File: config.mk
export PLATFORM = sky130hd
export DESIGN_NAME = cpu_control
export DESIGN_NICKNAME = d
export VERILOG_FILES = /design/src/rtl/cpu_control_pkg.sv /design/src/rtl/cpu_control_branch_eval.sv /design/src/rtl/cpu_control.sv
export SDC_FILE = /design/constraint.sdc
export NUM_CORES = 1
export LEC_CHECK = 0
export BUFFER_PORTS_ARGS = -buffer_cell sky130_fd_sc_hd__buf_4
export CORE_MARGIN = 1
export CORE_UTILIZATION = 47
export CTS_CLUSTER_SIZE = 12
export DETAILED_ROUTE_END_ITERATION = 8
export PLACE_DENSITY = 0.84
export SLEW_MARGIN = 40
export SYNTH_ARGS = -nofsm -noshare
export SYNTH_HDL_FRONTEND = slang
export SYNTH_SLANG_ARGS = --single-unit
File: constraint.sdc
create_clock -name clock -period 3.8 [get_ports clock]
set_input_delay 0.19 -clock clock [delete_from_list [all_inputs] [get_ports clock]]
set_output_delay 0.19 -clock clock [all_outputs]
set_load 0.01 [all_outputs]
File: src/rtl/cpu_control_pkg.sv
// cpu_control_pkg
//   Shared definitions for the CPU control FSM and its helpers: opcode and
//   branch-condition encodings, the FSM state enum and the datapath select
//   enums (alu_output_override_t, pc_data_source_t, mem_write_addr_source_t,
//   mem_write_data_source_t). The first member of every select enum is the
//   value driven whenever the control FSM is idle or held in reset.
package cpu_control_pkg;

    // Register the datapath copies into PC when pc_data_source selects irq.
    localparam logic [3:0] IRQ_VECTOR_REG = 4'hC;

    localparam logic [3:0] OP_NOP    = 4'h0;
    localparam logic [3:0] OP_ALU_RR = 4'h1;
    localparam logic [3:0] OP_ALU_RI = 4'h2;
    localparam logic [3:0] OP_LDI    = 4'h3;
    localparam logic [3:0] OP_LOAD   = 4'h4;
    localparam logic [3:0] OP_STORE  = 4'h5;
    localparam logic [3:0] OP_PUSH   = 4'h6;
    localparam logic [3:0] OP_POP    = 4'h7;
    localparam logic [3:0] OP_HALT   = 4'h8;
    localparam logic [3:0] OP_BR     = 4'h9;
    localparam logic [3:0] OP_CALL   = 4'hA;
    localparam logic [3:0] OP_RET    = 4'hB;
    localparam logic [3:0] OP_RTI    = 4'hC;

    localparam logic [3:0] COND_ALWAYS = 4'h0;
    localparam logic [3:0] COND_Z      = 4'h1;
    localparam logic [3:0] COND_NZ     = 4'h2;
    localparam logic [3:0] COND_N      = 4'h3;
    localparam logic [3:0] COND_NN     = 4'h4;

    typedef enum logic [3:0] {
        ST_FETCH,
        ST_EXEC,
        ST_LOAD_W,
        ST_POP_R,
        ST_HALT,
        ST_RET_R,
        ST_RTI_SR,
        ST_RTI_PC,
        ST_IRQ_PC,
        ST_IRQ_SR,
        ST_IRQ_JMP
    } state_t;

    typedef enum logic [0:0] {
        AOO_NONE,
        AOO_IMM8
    } alu_output_override_t;

    typedef enum logic [1:0] {
        PC_SRC_NEXT_PC,
        PC_SRC_REGISTER,
        PC_SRC_MEM,
        PC_SRC_IRQ
    } pc_data_source_t;

    typedef enum logic [0:0] {
        MWA_SP,
        MWA_REGISTER
    } mem_write_addr_source_t;

    typedef enum logic [1:0] {
        MWD_REGISTER,
        MWD_THIS_PC,
        MWD_SR
    } mem_write_data_source_t;

endpackage

File: src/rtl/cpu_control_branch_eval.sv
// cpu_control_branch_eval
//   Combinational branch-condition evaluator.
//   Ports:
//     cond   in  4  condition field of the branch instruction
//     z_flag in  1  zero flag
//     n_flag in  1  negative flag
//     taken  out 1  branch is taken
//   Unassigned condition codes are never taken.
module cpu_control_branch_eval
    import cpu_control_pkg::*;
(
    input  logic [3:0] cond,
    input  logic       z_flag,
    input  logic       n_flag,
    output logic       taken
);

    always_comb begin
        taken = 1'b0;
        case (cond)
            COND_ALWAYS: taken = 1'b1;
            COND_Z:      taken = z_flag;
            COND_NZ:     taken = ~z_flag;
            COND_N:      taken = n_flag;
            COND_NN:     taken = ~n_flag;
            default:     taken = 1'b0;
        endcase
    end

endmodule

File: src/rtl/cpu_control.sv
// cpu_control
//   Multi-cycle control FSM sequencing the CPU datapath: fetch, execute,
//   load/store, push/pop, call/return and interrupt entry/exit.
//   Ports:
//     clock, reset              system clock, synchronous active-low reset
//     current_instruction[15:0] latched instruction (opcode [15:12], cond [3:0])
//     Z_in, N_in                status flags from datapath
//     irq                       level interrupt request (sampled in FETCH only)
//     mem_rvalid                memory read data valid
//     reg_write .. reset_irq    single-bit datapath strobes
//     alu_output_override, pc_data_source,
//     mem_write_addr_source, mem_write_data_source   datapath selects
//     halted                    CPU stopped
//     in_isr                    interrupt service in progress (masks irq)
//
//   state      | meaning
//   -----------+-----------------------------------------------------------
//   FETCH      | read instruction at PC, advance PC; take pending irq
//   EXEC       | decode/execute latched instruction
//   LOAD_W     | wait for load data, write it to register
//   POP_R      | SP already incremented; read stack into register
//   HALT       | stopped until reset
//   RET_R      | SP already incremented; read return address into PC
//   RTI_SR     | read saved status register, increment SP again
//   RTI_PC     | read saved PC, leave interrupt service
//   IRQ_PC     | push interrupted PC
//   IRQ_SR     | push status register
//   IRQ_JMP    | jump to vector, acknowledge irq
module cpu_control
    import cpu_control_pkg::*;
(
    input  logic                   clock,
    input  logic                   reset,
    input  logic [15:0]            current_instruction,
    input  logic                   Z_in,
    input  logic                   N_in,
    input  logic                   irq,
    input  logic                   mem_rvalid,
    output logic                   reg_write,
    output logic                   mem_to_reg,
    output logic                   mem_read_is_pc,
    output logic                   mem_read_is_sp,
    output logic                   alu_override_imm4,
    output logic                   alu_set_flags,
    output logic                   set_pc,
    output logic                   sr_from_mem,
    output logic                   mem_write,
    output logic                   set_sp,
    output logic                   increase_sp,
    output logic                   reset_irq,
    output alu_output_override_t   alu_output_override,
    output pc_data_source_t        pc_data_source,
    output mem_write_addr_source_t mem_write_addr_source,
    output mem_write_data_source_t mem_write_data_source,
    output logic                   halted,
    output logic                   in_isr
);

    state_t     state;
    state_t     next_state;
    logic       in_isr_q;
    logic [3:0] opcode;
    logic [3:0] cond;
    logic       br_taken;
    logic       unused_instr_bits;

    assign opcode            = current_instruction[15:12];
    assign cond              = current_instruction[3:0];
    assign unused_instr_bits = ^current_instruction[11:4];

    cpu_control_branch_eval u_branch_eval (
        .cond   (cond),
        .z_flag (Z_in),
        .n_flag (N_in),
        .taken  (br_taken)
    );

    // in_isr rises on entry to IRQ_JMP so the jump cycle already reports it,
    // and falls once the saved PC has been read back by RTI.
    always_ff @(posedge clock) begin
        if (!reset) begin
            state    <= ST_FETCH;
            in_isr_q <= 1'b0;
        end else begin
            state <= next_state;
            if (state == ST_IRQ_SR) begin
                in_isr_q <= 1'b1;
            end else if (state == ST_RTI_PC && mem_rvalid) begin
                in_isr_q <= 1'b0;
            end
        end
    end

    assign in_isr = in_isr_q & reset;

    always_comb begin
        next_state            = state;
        reg_write             = 1'b0;
        mem_to_reg            = 1'b0;
        mem_read_is_pc        = 1'b0;
        mem_read_is_sp        = 1'b0;
        alu_override_imm4     = 1'b0;
        alu_set_flags         = 1'b0;
        set_pc                = 1'b0;
        sr_from_mem           = 1'b0;
        mem_write             = 1'b0;
        set_sp                = 1'b0;
        increase_sp           = 1'b0;
        reset_irq             = 1'b0;
        alu_output_override   = AOO_NONE;
        pc_data_source        = PC_SRC_NEXT_PC;
        mem_write_addr_source = MWA_SP;
        mem_write_data_source = MWD_REGISTER;
        halted                = 1'b0;

        // While reset is held every output keeps its default.
        if (reset) begin
            case (state)
                ST_FETCH: begin
                    if (irq && !in_isr_q) begin
                        next_state = ST_IRQ_PC;
                    end else begin
                        mem_read_is_pc = 1'b1;
                        if (mem_rvalid) begin
                            set_pc         = 1'b1;
                            pc_data_source = PC_SRC_NEXT_PC;
                            next_state     = ST_EXEC;
                        end
                    end
                end

                ST_EXEC: begin
                    next_state = ST_FETCH;
                    case (opcode)
                        OP_ALU_RR: begin
                            reg_write     = 1'b1;
                            alu_set_flags = 1'b1;
                        end
                        OP_ALU_RI: begin
                            reg_write         = 1'b1;
                            alu_set_flags     = 1'b1;
                            alu_override_imm4 = 1'b1;
                        end
                        OP_LDI: begin
                            reg_write           = 1'b1;
                            alu_output_override = AOO_IMM8;
                        end
                        OP_LOAD: begin
                            next_state = ST_LOAD_W;
                        end
                        OP_STORE: begin
                            mem_write             = 1'b1;
                            mem_write_addr_source = MWA_REGISTER;
                            mem_write_data_source = MWD_REGISTER;
                        end
                        OP_PUSH: begin
                            mem_write             = 1'b1;
                            mem_write_addr_source = MWA_SP;
                            mem_write_data_source = MWD_REGISTER;
                            set_sp                = 1'b1;
                        end
                        OP_POP: begin
                            set_sp      = 1'b1;
                            increase_sp = 1'b1;
                            next_state  = ST_POP_R;
                        end
                        OP_HALT: begin
                            next_state = ST_HALT;
                        end
                        OP_BR: begin
                            if (br_taken) begin
                                set_pc         = 1'b1;
                                pc_data_source = PC_SRC_REGISTER;
                            end
                        end
                        OP_CALL: begin
                            mem_write             = 1'b1;
                            mem_write_addr_source = MWA_SP;
                            mem_write_data_source = MWD_THIS_PC;
                            set_sp                = 1'b1;
                            set_pc                = 1'b1;
                            pc_data_source        = PC_SRC_REGISTER;
                        end
                        OP_RET: begin
                            set_sp      = 1'b1;
                            increase_sp = 1'b1;
                            next_state  = ST_RET_R;
                        end
                        OP_RTI: begin
                            set_sp      = 1'b1;
                            increase_sp = 1'b1;
                            next_state  = ST_RTI_SR;
                        end
                        default: begin
                            next_state = ST_FETCH;
                        end
                    endcase
                end

                ST_LOAD_W: begin
                    if (mem_rvalid) begin
                        mem_to_reg = 1'b1;
                        reg_write  = 1'b1;
                        next_state = ST_FETCH;
                    end
                end

                ST_POP_R: begin
                    mem_read_is_sp = 1'b1;
                    if (mem_rvalid) begin
                        mem_to_reg = 1'b1;
                        reg_write  = 1'b1;
                        next_state = ST_FETCH;
                    end
                end

                ST_HALT: begin
                    halted = 1'b1;
                end

                ST_RET_R: begin
                    mem_read_is_sp = 1'b1;
                    if (mem_rvalid) begin
                        set_pc         = 1'b1;
                        pc_data_source = PC_SRC_MEM;
                        next_state     = ST_FETCH;
                    end
                end

                ST_RTI_SR: begin
                    mem_read_is_sp = 1'b1;
                    if (mem_rvalid) begin
                        sr_from_mem = 1'b1;
                        set_sp      = 1'b1;
                        increase_sp = 1'b1;
                        next_state  = ST_RTI_PC;
                    end
                end

                ST_RTI_PC: begin
                    mem_read_is_sp = 1'b1;
                    if (mem_rvalid) begin
                        set_pc         = 1'b1;
                        pc_data_source = PC_SRC_MEM;
                        next_state     = ST_FETCH;
                    end
                end

                ST_IRQ_PC: begin
                    mem_write             = 1'b1;
                    mem_write_addr_source = MWA_SP;
                    mem_write_data_source = MWD_THIS_PC;
                    set_sp                = 1'b1;
                    next_state            = ST_IRQ_SR;
                end

                ST_IRQ_SR: begin
                    mem_write             = 1'b1;
                    mem_write_addr_source = MWA_SP;
                    mem_write_data_source = MWD_SR;
                    set_sp                = 1'b1;
                    next_state            = ST_IRQ_JMP;
                end

                ST_IRQ_JMP: begin
                    set_pc         = 1'b1;
                    pc_data_source = PC_SRC_IRQ;
                    reset_irq      = 1'b1;
                    next_state     = ST_FETCH;
                end

                default: begin
                    next_state = ST_FETCH;
                end
            endcase
        end
    end

endmodule

==> out/results.txt <==
run status: finished, final reports clean
final hold vios: 0
Max Freq: 500.5 MHz
Vias/cell: 6.077
Startpoint Class: flip-flop
residual DRC count: 0
final clock skew: 4.908 ps
number of filler cells placed in the layout: 140
Post-synth ARST share: 0
Max FO, Critical Path: 19
Max Cap Viol: 0
post-cts resize count: 0
Cell Chain, Critical Path: nor3b_2, a221oi_1, nor2_1, buf_4
Port Buffers: 33
leakage power: 0.0004172 uW
Slowest-stage cell, CP: dfxtp_1
post-route minimum period: 1998 ps
postcts setup bufs: 0
# H-tree levels: 1
Setup TNS: 0 ps
Post-Synth Adder-Cell Area: 0
Syn Area/Cell: 6.966 um^2
fin worst setup slack: 1802 ps
Detailed Route WL: 2087 um
n_diodes: 0
cell family with the largest share of critical-path delay: flip-flops
DR WL met2: 994 um
#FFs+latches synth: 5
worst path bufs/invs: 1
top sig layer: met4
max incr delay on CP: 680 ps
first-pass GRT wire length: 3429 um
Routed WL per cell: 13.38 um
vias in the first global route: 779
Post-Synth Simple-Gate Area: 0.3948
met1 WL: 920 um
clock network latency to the later pin of the worst-skew pair: 240 ps
most used flip-flop cell after synthesis: dfxtp_1
Slew Viols, Final: 0
total grt overflow: 0
pwr dens: 283.3 mW/mm^2
# nets final: 163
CP required: 3610 ps
Die X-Extent: 42.56 um
largest net degree at the start of global routing: 20
Vias: 948
height of the die: 42.56 um
Slew HR: 0.5885
Mapped Area: 773.2 um^2
Core Footprint: 0.001524 mm^2
Detail Route Antenna Nets: 0
Max VDD drop: 0.3493 mV
multi-input logic area: 598.1 um^2
Detailed Routing Iterations Pass 1: 4
1st-iter DRT viols: 28
clk root buf: clkbuf_4
pre-CTS WS: 2088 ps
Synth Area in XOR/XNOR: 0.02104
post-synthesis mux area share: 0
HPWL reported at the end of detailed placement: 1574 um
clk sinks: 5
die area: 0.001811 mm^2
placed cells: 152
Seq/Total Area, Yosys: 0.1294
RSZ-0062 raised after global routing: false
Layout area overhead: 30.74%
Clock Path Buffers: 2
largest family of logic cells by synthesized area: simple AND/OR/NAND/NOR gates
Worst Path Arrival: 1810 ps
EDFF count, synth: 0
Post-Syn Instances: 111
CTS tree: built
post-layout util: 0.6634
commonest non-fill, non-tap cell in the layout: buf_4
yosys warns: 0
Cell Count, Final, Fillers Out: 156
Hold-fix buffers, CTS: 0
Final setup viols: 0
Rows: 14
RD Place Congestion: 0.8888
Net Count, Synth: 133
Global Route Usage Sum: 0.2420
most frequent cells in the layout: buf_4, nor2_1, a21oi_1, nand2_1, o21ai_0
clock-pin slew on the worst setup and hold paths: 50 ps
initial antenna violation count: 0
worst hold path class: input pin to flip-flop
Setup CP Type: flip-flop to primary output
I/O pin cnt: 42
final period utilization: 0.5258
CP endpoint kind: primary output
cts bufs inserted: 3
Netlist cell types: 50
met3 WL post-DR: 163 um
Worst Tran Pin Value: 616.4 ps
Initial Utilization: 0.5074
fraction of final layout cells sized beyond drive strength 1: 0.3571
post-synthesis compound-gate area fraction: 0.3576
register area: 100.1 um^2
==> flip-flops by register name, summed over array words and instances (netlist names) <==
register  count
in_isr_q      1
state         4
==> worst register-to-register path, stage by stage (launching register included) <==
cell	delay (ps)
dfxtp_1	680
nor3b_2	490
and3_1	210
a32o_1	110
and3_1	150
==> metal layers <==
layer  vias up  track usage
met5         -            0
met4         0      0.03125
met3         2      0.06897
met2        48       0.3785
met1       427       0.3377
li1        471            -
==> synth_stat cells (2+ instances only) <==
cell type,number,area [um^2]
o21ai_0,8,40.04
nand2b_1,3,18.77
nand2_1,8,30.03
a31oi_1,2,12.51
a21oi_1,8,40.04
and3_1,5,31.28
buf_2,3,15.01
buf_4,2,15.01
inv_2,3,11.26
nor3_1,4,20.02
nand3_1,4,20.02
buf_6,2,22.52
dfxtp_1,5,100.1
nor2b_1,4,25.02
a211oi_1,3,22.52
or2_1,2,12.51
nor2_1,11,41.29
o21a_1,2,15.01
==> path summary, 6_finish.rpt <==
check / from / endpoint / slack, ps / cells after the start
worst max register to register: state[0] / state[2] / 2100 / 4
worst max-delay path: state[0] / set_sp / 1800 / 4
worst min register to register: in_isr_q / in_isr_q / 500 / 2
worst min-delay path: reset / state[0] / 250 / 3
==> where the power goes <==
part           internal [uW]  total [uW]  switching [uW]
clock network           39.8        62.5            22.7
logic                   63.9         135            71.0
registers               59.9        89.0            29.0
==> metrics by stage <==
step / total power [uW] / hold WS, ps / cell area [um^2]
after global routing: 309.3 / 264.2 / 1011
after detailed placement: 222.5 / 493.5 / 984.7
after floorplan: 185.2 / 416.5 / 773.2
final: 286.4 / 247.7 / 1011
after global placement: 220.2 / 495.2 / 984.7
after CTS: 286.2 / 246.2 / 1011
==> cell type report <==
type	count	share of cell area
Clock buffer	4	0.02599
Inverter	5	0.01856
Multi-Input combinational cell	93	0.5916
Sequential cell	5	0.09901
Tap cell	16	0.01980
Timing Repair Buffer	33	0.2450
==> kinds of logic (layout without fill, tap and decap cells) <==
kind of cell / count (synthesis) / in the layout
XOR/XNOR: 1 / 1
AND/OR/NAND/NOR: 53 / 53
buffers and inverters: 13 / 42
AO/OA/AOI/OAI: 39 / 39
flip-flops: 5 / 5
Note: power is estimated with default switching activity, not from simulation.
